[config.mk]
export PLATFORM = sky130hd
export DESIGN_NAME = ay_bus_sequencer
export DESIGN_NICKNAME = d
export VERILOG_FILES = /design/src/rtl/ay_bus_pkg.sv /design/src/rtl/ay_phase_timer.sv /design/src/rtl/ay_bus_sequencer.sv
export SDC_FILE = /design/constraint.sdc
export NUM_CORES = 1
export LEC_CHECK = 0
export ABC_AREA = 1
export BUFFER_PORTS_ARGS = -buffer_cell sky130_fd_sc_hd__buf_2
export CAP_MARGIN = 20
export CORE_MARGIN = 5
export CORE_UTILIZATION = 46
export CTS_BUF_LIST = sky130_fd_sc_hd__clkbuf_4 sky130_fd_sc_hd__clkbuf_8 sky130_fd_sc_hd__clkbuf_16
export DETAILED_ROUTE_END_ITERATION = 10
export PLACE_DENSITY_LB_ADDON = 0.3
export SYNTH_ARGS = -nofsm -noshare
export SYNTH_HDL_FRONTEND = slang
export SYNTH_HIERARCHICAL = 1
export SYNTH_SLANG_ARGS = --single-unit
export TNS_END_PERCENT = 5
[constraint.sdc]
create_clock -name clk_logic -period 2.8 [get_ports clk_logic]
set_input_delay 0.56 -clock clk_logic [delete_from_list [all_inputs] [get_ports clk_logic]]
set_output_delay 0.56 -clock clk_logic [all_outputs]
set_load 0.1 [all_outputs]
[src/rtl/ay_bus_pkg.sv]
// ay_bus_pkg: shared state encoding, {bdir,bc1} bus modes and register count for the AY bus sequencer
package ay_bus_pkg;
  typedef enum logic [2:0] {RST_PULSE, IDLE, LATCH, LGAP, WRITE, READ, TGAP} ay_state_e;
  localparam logic [1:0] AY_INACTIVE = 2'b00;
  localparam logic [1:0] AY_READ     = 2'b01;
  localparam logic [1:0] AY_WRITE    = 2'b10;
  localparam logic [1:0] AY_LATCH    = 2'b11;
  localparam int AY_REG_COUNT = 16;
  function automatic logic [1:0] ay_mode(input ay_state_e s);
    return s == LATCH ? AY_LATCH : s == WRITE ? AY_WRITE : s == READ ? AY_READ : AY_INACTIVE;
  endfunction
endpackage

[src/rtl/ay_phase_timer.sv]
// ay_phase_timer: loadable down-counter with ce-gated decrement; done flags the ce that finishes the phase
module ay_phase_timer #(
  parameter int W = 4
) (
  input  logic         clk_logic,
  input  logic         ce_i,
  input  logic         load,
  input  logic [W-1:0] load_val,
  output logic         done
);
  logic [W-1:0] cnt;
  always_ff @(posedge clk_logic)
    cnt <= load ? load_val : (ce_i && cnt != '0) ? cnt - 1'b1 : cnt;
  assign done = ce_i && cnt <= W'(1);
endmodule

[src/rtl/ay_bus_sequencer.sv]
// ay_bus_sequencer: AY-3-8913/YM2149 BDIR/BC1/DA bus initiator; define AY_READBACK_EN for the real read path
module ay_bus_sequencer
  import ay_bus_pkg::*;
#(
  parameter int HOLD_TICKS  = 1,
  parameter int GAP_TICKS   = 1,
  parameter int RESET_TICKS = 8
) (
  input  logic                            clk_logic,
  input  logic                            reset,
  input  logic                            ce_i,
  input  logic                            req_valid_i,
  output logic                            req_ready_o,
  input  logic                            req_rd_i,
  input  logic [$clog2(AY_REG_COUNT)-1:0] req_addr_i,
  input  logic [7:0]                      req_data_i,
  output logic                            rsp_valid_o,
  output logic [7:0]                      rsp_data_o,
  input  logic                            chip_reset_i,
  output logic                            busy_o,
  output logic                            psg_bdir_o,
  output logic                            psg_bc1_o,
  output logic                            psg_reset_n_o,
  output logic [7:0]                      psg_da_o,
  output logic                            psg_da_oe_o,
  input  logic [7:0]                      psg_da_i
);
  localparam int MAX_T = HOLD_TICKS > GAP_TICKS ? (HOLD_TICKS > RESET_TICKS ? HOLD_TICKS : RESET_TICKS)
                                                : (GAP_TICKS > RESET_TICKS ? GAP_TICKS : RESET_TICKS);
  localparam int CW = $clog2(MAX_T + 1);
  ay_state_e state, state_n, data_st;
  logic pend, rd_q, done, accept, rsp_done;
  logic [7:0] data_q;
  logic [CW-1:0] len_n;
  assign busy_o      = state != IDLE;
  assign req_ready_o = state == IDLE && !pend && !chip_reset_i;
  assign accept      = req_valid_i && req_ready_o;
`ifdef AY_READBACK_EN
  assign data_st = rd_q ? READ : WRITE;
`else
  logic unused_da;
  assign unused_da = ^psg_da_i;
  assign data_st = rd_q ? IDLE : WRITE;
`endif
  always_comb begin
    state_n = state;
    case (state)
      RST_PULSE:   if (done) state_n = IDLE;
      IDLE:        state_n = (chip_reset_i || pend) ? RST_PULSE : req_valid_i ? LATCH : IDLE;
      LATCH:       if (done) state_n = GAP_TICKS == 0 ? data_st : LGAP;
      LGAP:        if (done) state_n = data_st;
      WRITE, READ: if (done) state_n = GAP_TICKS == 0 ? IDLE : TGAP;
      TGAP:        if (done) state_n = IDLE;
      default:     state_n = IDLE;
    endcase
  end
  assign len_n = reset                             ? CW'(RESET_TICKS)
               : state_n inside {LATCH, WRITE, READ} ? CW'(HOLD_TICKS)
               : state_n inside {LGAP, TGAP}         ? CW'(GAP_TICKS)
               : CW'(RESET_TICKS);
  assign rsp_done = rd_q && state != IDLE && state != RST_PULSE && state_n == IDLE;
  ay_phase_timer #(.W(CW)) u_timer (
    .clk_logic (clk_logic),
    .ce_i      (ce_i),
    .load      (reset || state_n != state),
    .load_val  (len_n),
    .done      (done)
  );
  // Bus pins are registered from the next state so they only move on state entry
  always_ff @(posedge clk_logic) begin
    if (reset) begin
      state         <= RST_PULSE;
      pend          <= 1'b0;
      rd_q          <= 1'b0;
      data_q        <= 8'h00;
      psg_bdir_o    <= 1'b0;
      psg_bc1_o     <= 1'b0;
      psg_reset_n_o <= 1'b0;
      psg_da_o      <= 8'h00;
      psg_da_oe_o   <= 1'b0;
      rsp_valid_o   <= 1'b0;
      rsp_data_o    <= 8'h00;
    end else begin
      state <= state_n;
      pend  <= state == IDLE ? 1'b0 : pend || chip_reset_i;
      if (accept) begin
        rd_q   <= req_rd_i;
        data_q <= req_data_i;
      end
      {psg_bdir_o, psg_bc1_o} <= ay_mode(state_n);
      psg_reset_n_o <= state_n != RST_PULSE;
      psg_da_oe_o   <= state_n inside {LATCH, LGAP, WRITE};
      psg_da_o      <= accept ? {4'h0, req_addr_i} : state_n == WRITE ? data_q : psg_da_o;
      rsp_valid_o   <= rsp_done;
`ifdef AY_READBACK_EN
      if (state == READ && done) rsp_data_o <= psg_da_i;
`else
      if (rsp_done) rsp_data_o <= 8'hFF;
`endif
    end
  end
endmodule
==> impl_metrics.ini, run 1 <==
[status]
outcome = finished, final reports clean

[clocking]
cts_num_sinks = 31
cts_hold_buf = 0
cts_root_buf = clkbuf_4
htreeDepth = 2
cts_tree = yes
cts_buffer_depth = 2
post_cts_buffers = 0
cts-buffers-inserted = 5
clkTransAtPathRegs_ns = 0.09
clock_latency_ns = 0.32

[critical_path]
cp.arrival_ns = 2.48
path_delay_family = simple AND/OR/NAND/NOR gates
critPathCaptureType = flip-flop
slowest_delay_ns = 0.43
cp_slowest_cell = edfxtp_1
required_ns = 2.86
r2r_setup_slack_ns = 0.38
reg2regPathDepth = 13
startpoint = u_timer/cnt[0]$_DFFE_PP_
worst-path-buf-inv = 2
cpMostUsedCell = nand2_1
cp_max_fo = 8
r2r_end = u_timer/cnt[3]$_DFFE_PP_
crit_type = reg -> reg
path_cells = inv_1 > ha_1 > o21ai_0 > nor2_2 > nand2_1 > nand2_1 > nand2_1 > nand2_1 > nand2_2 > xor2_1 > nand4_1 > inv_1 > nand2_1
r2r_start = u_timer/cnt[0]$_DFFE_PP_
worstSetupEndpoint = u_timer/cnt[3]$_DFFE_PP_
cp.depth = 13
start_kind = flip-flop

[synth]
synth-edff-count = 4
synth.cell_area_um2 = 1550
yosys_warnings = 6
ys_seq_elements = 31
synth_area_leaders = dfxtp_1 35%, nand2_1 11%, nor2_1 8.2%
synth_top_area_frac = 0.348
syn_inst = 202
yosysUniqueCellTypes = 30
synth_top_cells_by_count = 44 x nand2_1, 34 x nor2_1, 27 x dfxtp_1
yosys.area.top_type = dfxtp_1
ys_seq_area_frac = 0.426
synth_most_common_cell = nand2_1
avgSynthCellArea_um2 = 7.68
async_flop_share = 0
ys.flop_type = dfxtp_1

[routing]
drt_iter0_markers = 35
routed_wl_um = 2840
vias_per_cell = 4.51
via_count = 1286
detail-route-antenna-nets = 0
drtPass1Iterations = 4
drc_errors = 0
wl_per_cell_um = 9.95

[power]
p_leak_nw = 0.869
ir_drop_v = 0.000360
pwr_density_cell_nw_per_um2 = 647
p_total_mw = 1.16

[sta]
rsz0062_at_grt = no
finalSetupTns_ns = 0
period_share = 0.865
fin_crit_ns = 2.42
slew_viol_final = 0
finalSetupViolCount = 0
finalHoldViolations = 0
fmax_mhz = 413
fin_skew_ns = 0.00270
fin_ws_ns = 0.378

[die]
rows = 21
fp.coreArea_um2 = 3310
ios = 49
dieArea_um2 = 4630
fp.dieW_um = 68.1
die-height_um = 68.1
start_util = 0.469

[global_routing]
top_usage_layer = met2
grt_pass1_wl_um = 4870
grt_usage = 0.140
grt_max_degree = 19
met2_usage = 0.245
grtUsageMet3 = 0.0525
grtUsageMet1 = 0.152
grt_overflow = 0
grt_pass1_vias = 1191
antenna_found_initial = 0

[final_layout]
n_antenna_cell = 0
finalInstanceArea_um2 = 1800
layout-drive-gt1-share = 0.305
syn_to_final_growth_pct = 16.0
fill_cells = 348
nets = 267
area.sequential_um2 = 661
multi_input_area_um2 = 726

[placement]
placed_area_um2 = 1720
place_congestion = 0.752
preCtsSetupSlack_ns = 0.264
io_buffer_count = 40
dpl.hpwl_um = 2180

[run]
maxCapViolations = 0

[worst_hold_path]
hp-class = in -> reg
stage by stage:
step | hold WS [ns] | instances | util
detailed placement | 0.463 | 277 | 0.521
global placement | 0.458 | 277 | 0.521
finish | 0.474 | 285 | 0.543
CTS | 0.462 | 285 | 0.543
global route | 0.456 | 285 | 0.543
floorplan | 0.450 | 203 | -
where the power goes:
part | internal [mW] | switching [mW]
Combinational | 0.0958 | 0.231
Clock | 0.157 | 0.143
Sequential | 0.509 | 0.0293
area by class of cell:
type                       instances  share of cell area
multi-input combinational        139               0.403
sequential                        31               0.367
timing repair buffer              41               0.115
inverter                          20              0.0417
clock buffer                       8              0.0403
tap                               46              0.0320
cells in the final DEF, fill, tap and decap left out, drive strengths merged, types with 3 or more instances in the layout:
cell type / n
nand2: 48
buf: 41
nor2: 37
dfxtp: 27
inv: 20
o21ai: 17
a21oi: 14
nand3: 10
clkbuf: 8
edfxtp: 4
ha: 3
per-layer routing:
layer	share of wire	vias up
met5	0	-
met1	0.41	554
met4	0.016	0
met2	0.50	24
met3	0.066	5
li1	-	703
worst min path at each step:
stage                                         from                        to  cells after the start  slack (ns)
after floorplan                  rd_q$_SDFFE_PP0P_         rd_q$_SDFFE_PP0P_                      2        0.45
after global placement    psg_da_o[6]$_SDFFE_PP0N_  psg_da_o[6]$_SDFFE_PP0N_                      2        0.46
after detailed placement    data_q[2]$_SDFFE_PP0P_    data_q[2]$_SDFFE_PP0P_                      2        0.46
after CTS                            req_data_i[2]    data_q[2]$_SDFFE_PP0P_                      3        0.46
after global routing                 req_data_i[2]    data_q[2]$_SDFFE_PP0P_                      3        0.46
final                                req_data_i[2]    data_q[2]$_SDFFE_PP0P_                      3        0.47
state kept, by name, summed over array words and instances, names as in the netlist, 3 cells and up:
signal       count
data_q           8
psg_da_o         8
state            3
u_timer/cnt      4
what timing repair did:
action,4_1_cts,5_1_grt
endpoints found under the hold margin,0,0
setup endpoints to repair,0,5
resized for setup,0,1
cells by family (layout without fill, tap and decap cells):
logic type      after synthesis  in the layout  synth area share
compound gates               31             31             0.112
xor+xnor                      2              2            0.0113
fa+ha+maj                     3              3            0.0242
buf+inv                      33             69             0.112
flops                        31             31             0.426
other cells                   1              2           0.00242
simple gates                101            101             0.312
tightest hold or removal path, cell delays in order:
cell and delay (ns):
buf_2 0.09, nand2_1 0.05, a21oi_1 0.05
Power figures use the tool's default switching activity.
==> run 2, diff against run 1 <==
--- a/config.mk
+++ b/config.mk
@@ -8,6 +8,7 @@
 export ABC_AREA = 1
 export BUFFER_PORTS_ARGS = -buffer_cell sky130_fd_sc_hd__buf_2
 export CAP_MARGIN = 20
+export CORE_ASPECT_RATIO = 1.4
 export CORE_MARGIN = 5
 export CORE_UTILIZATION = 46
 export CTS_BUF_LIST = sky130_fd_sc_hd__clkbuf_4 sky130_fd_sc_hd__clkbuf_8 sky130_fd_sc_hd__clkbuf_16
==> run 2 against run 1 <==
Net effect:
- clock skew grew 0.0030 ns
- sequential power about the same
- maximum frequency decreased by 0.73%
- largest power group unchanged
- die area grew 0.36%
- hold slack got worse by 0.0026 ns
- core utilization rose by 0.63 points
- critical path depth did not move
- cell count decreased by 2.1%
- clock power up 30%
- sequential cell count stayed put
- global-route usage is 0.21 points higher
- via count grew 3.3%
==> impl_metrics.ini, run 2 (same netlist as run 1, synthesis figures left out) <==
[status]
outcome = finished, final reports clean

[critical_path]
r2r_end = u_timer/cnt[3]$_DFFE_PP_
cp.arrival_ns = 2.46
reg2regPathDepth = 13
startpoint = u_timer/cnt[0]$_DFFE_PP_
r2r_start = u_timer/cnt[0]$_DFFE_PP_
required_ns = 2.82
crit_type = reg -> reg
cp_max_fo = 8
r2r_setup_slack_ns = 0.36
start_kind = flip-flop
worstSetupEndpoint = u_timer/cnt[3]$_DFFE_PP_
critPathCaptureType = flip-flop

[worst_hold_path]
hold_depth = 2
hp-class = reg -> reg

[global_routing]
grt_overflow = 0
grt_pass1_wl_um = 5130
grt_max_degree = 19
grt_usage = 0.142
grt_pass1_vias = 1251
antenna_found_initial = 0

[power]
p_leak_nw = 0.882
p_sw_mw = 0.421
swShare = 0.334
seq_power_share = 0.428
ir_drop_v = 0.000486
p_int_mw = 0.840
pwr_density_cell_nw_per_um2 = 692
p_comb_frac = 0.262
p_total_mw = 1.26
p_clk_frac = 0.310

[clocking]
post_cts_buffers = 0
clock_latency_ns = 0.28
clkTransAtPathRegs_ns = 0.07
cts_tree = yes
cts-buffers-inserted = 5
cts_buffer_depth = 2
htreeDepth = 2
cts_root_buf = clkbuf_8
cts_num_sinks = 31

[die]
rows = 25
dieArea_um2 = 4650
ios = 49
fp.coreArea_um2 = 3320
die-height_um = 78.7
start_util = 0.468
fp.dieW_um = 59.1

[run]
maxCapViolations = 0

[sta]
fin_skew_ns = 0.00567
finalSetupViolCount = 0
fmax_mhz = 410
rsz0062_at_grt = no
fin_crit_ns = 2.44
fin_ws_ns = 0.360
finalHoldViolations = 0
period_share = 0.871
hold_slack_ns = 0.471
finalSetupTns_ns = 0
slew_viol_final = 0

[routing]
routed_wl_um = 2980
wl_per_cell_um = 10.7
via_count = 1328
vias_per_cell = 4.76
drt_iter0_markers = 31
drc_errors = 0
drtPass1Iterations = 4
detail-route-antenna-nets = 0

[placement]
dpl.cell_count = 271
place_congestion = 0.801
placed_area_um2 = 1720
dpl.hpwl_um = 2290
io_buffer_count = 40
preCtsSetupSlack_ns = 0.220

[final_layout]
final_util = 0.550
n_antenna_cell = 0
syn_to_final_growth_pct = 17.5
final_cells = 279
finalInstanceArea_um2 = 1820
reg_top3 = data_q x8, psg_da_o x8, u_timer/cnt x4
nets = 267
final_common_cell = nand2_1
final_cell_mix = 44 x nand2_1, 40 x buf_2, 32 x nor2_1
layout-drive-gt1-share = 0.305
-- run 2: cell counts in the layout (fill, tap and decap cells not counted) --
No cell type changed its count.
-- run 2: worst min path at each step --
| stage | from | end |
|---|---|---|
| finish | data_q[2]$_SDFFE_PP0P_ | data_q[2]$_SDFFE_PP0P_ |
| global route | psg_da_o[0]$_SDFFE_PP0P_ | psg_da_o[0]$_SDFFE_PP0P_ |
| CTS | data_q[1]$_SDFFE_PP0P_ | data_q[1]$_SDFFE_PP0P_ |
| detailed placement | data_q[1]$_SDFFE_PP0P_ | data_q[1]$_SDFFE_PP0P_ |
| global placement | psg_da_o[5]$_SDFFE_PP0N_ | psg_da_o[5]$_SDFFE_PP0N_ |
| floorplan | rd_q$_SDFFE_PP0P_ | rd_q$_SDFFE_PP0P_ |
-- run 2: timing repair --
action                                 in CTS  in global routing
setup endpoints to repair                   0                  4
hold buffers                                0                  0
endpoints found under the hold margin       0                  0
gates resized for setup                     0                  1
-- run 2: cell type report --
| type | instances | area [um2] |
|---|---|---|
| clock buffers | 8 | 104 |
| multi-input cells | 139 | 726 |
| fillers | 364 | 1490 |
| well taps | 40 | 50.0 |
| flip-flops and latches | 31 | 661 |
| inverters | 20 | 75.1 |
| repair buffers | 41 | 208 |
-- run 2: power by group through the flow --
stage	Sequential, mW	Combinational, mW	Clock, mW
CTS	0.540	0.334	0.402
detailed placement	0.550	0.333	0
global route	0.545	0.371	0.427
global placement	0.548	0.322	0
finish	0.539	0.330	0.391
floorplan	0.581	0.227	0
-- run 2: critical path: stages (launching register included) --
cell      delay [ns]
edfxtp_1        0.42
inv_1           0.14
ha_1            0.20
o21ai_0         0.10
nor2_2          0.26
nand2_1         0.13
nand2_1         0.08
nand2_1         0.04
nand2_1         0.06
nand2_2         0.07
xor2_1          0.14
nand4_1         0.23
inv_1           0.14
nand2_1         0.14
-- run 2: layer usage --
layer / GRT usage / part of all wire
met1: 0.148 / 0.40
met2: 0.251 / 0.52
met3: 0.0439 / 0.069
met4: 0.0680 / 0.019
met5: 0 / 0
==> run 3, diff against run 2 <==
--- a/config.mk
+++ b/config.mk
@@ -6,13 +6,13 @@
 export NUM_CORES = 1
 export LEC_CHECK = 0
 export ABC_AREA = 1
-export BUFFER_PORTS_ARGS = -buffer_cell sky130_fd_sc_hd__buf_2
 export CAP_MARGIN = 20
 export CORE_ASPECT_RATIO = 1.4
 export CORE_MARGIN = 5
 export CORE_UTILIZATION = 46
 export CTS_BUF_LIST = sky130_fd_sc_hd__clkbuf_4 sky130_fd_sc_hd__clkbuf_8 sky130_fd_sc_hd__clkbuf_16
 export DETAILED_ROUTE_END_ITERATION = 10
+export DONT_BUFFER_PORTS = 1
 export PLACE_DENSITY_LB_ADDON = 0.3
 export SYNTH_ARGS = -nofsm -noshare
 export SYNTH_HDL_FRONTEND = slang
==> run 3 against run 2 <==
Net effect:
- wire length decreased by 2.5%
- count of clock-buffer cells in the layout fell by 1
- combinational power decreased by 19%
- first-iteration DRC count shrank 55%
- non-clock buffer count shrank 33
- core utilization shrank 4.3 points
- die area unchanged
- clock power is 11% lower
- critical path type unchanged
- largest cell class unchanged
==> impl_metrics.ini, run 3 (same netlist as run 1, synthesis figures left out) <==
[status]
outcome = finished, final reports clean

[die]
dieArea_um2 = 4650
rows = 25
ios = 49
fp.coreArea_um2 = 3320
start_util = 0.468
die-height_um = 78.7
fp.dieW_um = 59.1

[final_layout]
layout-drive-gt1-share = 0.194
nets = 234
final_common_cell = nand2_1
reg_top3 = data_q x8, psg_da_o x8, u_timer/cnt x4
n_antenna_cell = 0
final_util = 0.507
area.sequential_um2 = 664
fill_cells = 346
final_cells = 246
finalInstanceArea_um2 = 1680
final_cell_mix = 44 x nand2_1, 33 x nor2_1, 26 x dfxtp_1
multi_input_area_um2 = 723
syn_to_final_growth_pct = 8.39

[clocking]
cts_hold_buf = 0
cts_num_sinks = 31
cts_tree = yes
clkTransAtPathRegs_ns = 0.06
clock_latency_ns = 0.28
cts_resized = 0
htreeDepth = 2
cts_buffer_depth = 2
cts-buffers-inserted = 5
post_cts_buffers = 0
cts_root_buf = clkbuf_8

[routing]
drtPass1Iterations = 4
vias_per_cell = 4.80
drt_iter0_markers = 14
routed_wl_um = 2900
drc_errors = 0
wl_per_cell_um = 11.8
via_count = 1182
detail-route-antenna-nets = 0

[placement]
dpl.cell_count = 238
place_congestion = 0.832
placed_area_um2 = 1590
io_buffer_count = 0
dpl.hpwl_um = 2150
preCtsSetupSlack_ns = 0.268

[critical_path]
r2r_end = u_timer/cnt[2]$_DFFE_PP_
crit_type = reg -> reg
critPathCaptureType = flip-flop
start_kind = flip-flop
r2r_start = u_timer/cnt[0]$_DFFE_PP_
r2r_setup_slack_ns = 0.28
cp.arrival_ns = 2.54
required_ns = 2.81
reg2regPathDepth = 13
cp_max_fo = 8

[global_routing]
grt_pass1_vias = 1154
grt_overflow = 0
antenna_found_initial = 0
grt_max_degree = 20
grt_pass1_wl_um = 5150
grt_usage = 0.146

[sta]
rsz0062_at_grt = no
fin_skew_ns = 0.00586
finalHoldViolations = 0
fin_ws_ns = 0.278
finalSetupViolCount = 0
fin_crit_ns = 2.52
worstMarginPinSlew_ns = 0.983
period_share = 0.901
slew_viol_final = 0
hold_slack_ns = 0.331
fmax_mhz = 396
finalSetupTns_ns = 0
relSlewSlack = 0.344

[power]
p_leak_nw = 0.729
ir_drop_v = 0.000389
pwr_density_cell_nw_per_um2 = 710
p_total_mw = 1.19

[worst_hold_path]
hold_depth = 1
hold_path.startpoint = reset
min_to = psg_da_o[0]$_SDFFE_PP0P_
hp-class = in -> reg

[run]
maxCapViolations = 0
==> run 3: cell count changes in the layout (fill, tap and decap cells not counted), sizes merged <==
| cell | previous run | this run |
|---|---|---|
| buf | 41 | 8 |
| clkbuf | 8 | 7 |
| clkinv | 0 | 1 |
==> run 3: layout make-up <==
| type | instances | area share |
|---|---|---|
| Sequential cell | 31 | 0.395 |
| Tap cell | 40 | 0.0298 |
| Clock buffer | 7 | 0.0499 |
| Clock inverter | 1 | 0.00298 |
| Inverter | 20 | 0.0446 |
| Timing Repair Buffer | 8 | 0.0476 |
| Multi-Input combinational cell | 139 | 0.430 |
==> run 3: power by group <==
group          internal [mW]  switching [mW]  total (mW)
clock network          0.193           0.155       0.349
logic                 0.0848           0.181       0.266
registers              0.509          0.0701       0.579
total                  0.787           0.406        1.19
==> run 3: worst max path at each step <==
stage / start / end / slack (ns) / cells after the start
finish: u_timer/cnt[0]$_DFFE_PP_ / u_timer/cnt[2]$_DFFE_PP_ / 0.28 / 13
global route: u_timer/cnt[0]$_DFFE_PP_ / u_timer/cnt[2]$_DFFE_PP_ / 0.02 / 13
CTS: u_timer/cnt[0]$_DFFE_PP_ / u_timer/cnt[3]$_DFFE_PP_ / 0.26 / 13
detailed placement: u_timer/cnt[0]$_DFFE_PP_ / u_timer/cnt[0]$_DFFE_PP_ / 0.27 / 13
global placement: u_timer/cnt[0]$_DFFE_PP_ / u_timer/cnt[2]$_DFFE_PP_ / 0.27 / 13
floorplan: state[2]$_SDFF_PP0_ / req_ready_o / 0.44 / 4
==> run 3: critical path: stages (launching register included) <==
cell and delay (ns):
edfxtp_1 0.42, inv_1 0.14, ha_1 0.19, o21ai_0 0.08, nor2_1 0.36, nand2_1 0.15
nand2_1 0.09, nand2_1 0.04, nand2_1 0.06, nand2_2 0.07, xor2_1 0.14, nand4_1 0.24
inv_1 0.14, nand2_1 0.14
==> run 3: per-layer routing <==
| metal | vias to the layer above | global-route usage | routed length (um) | share of wire |
|---|---|---|---|---|
| met5 | - | 0 | 0 | 0 |
| li1 | 633 | - | - | - |
| met1 | 520 | 0.148 | 1120 | 0.39 |
| met2 | 23 | 0.253 | 1520 | 0.52 |
| met3 | 6 | 0.0520 | 190 | 0.065 |
| met4 | 0 | 0.0816 | 74 | 0.025 |
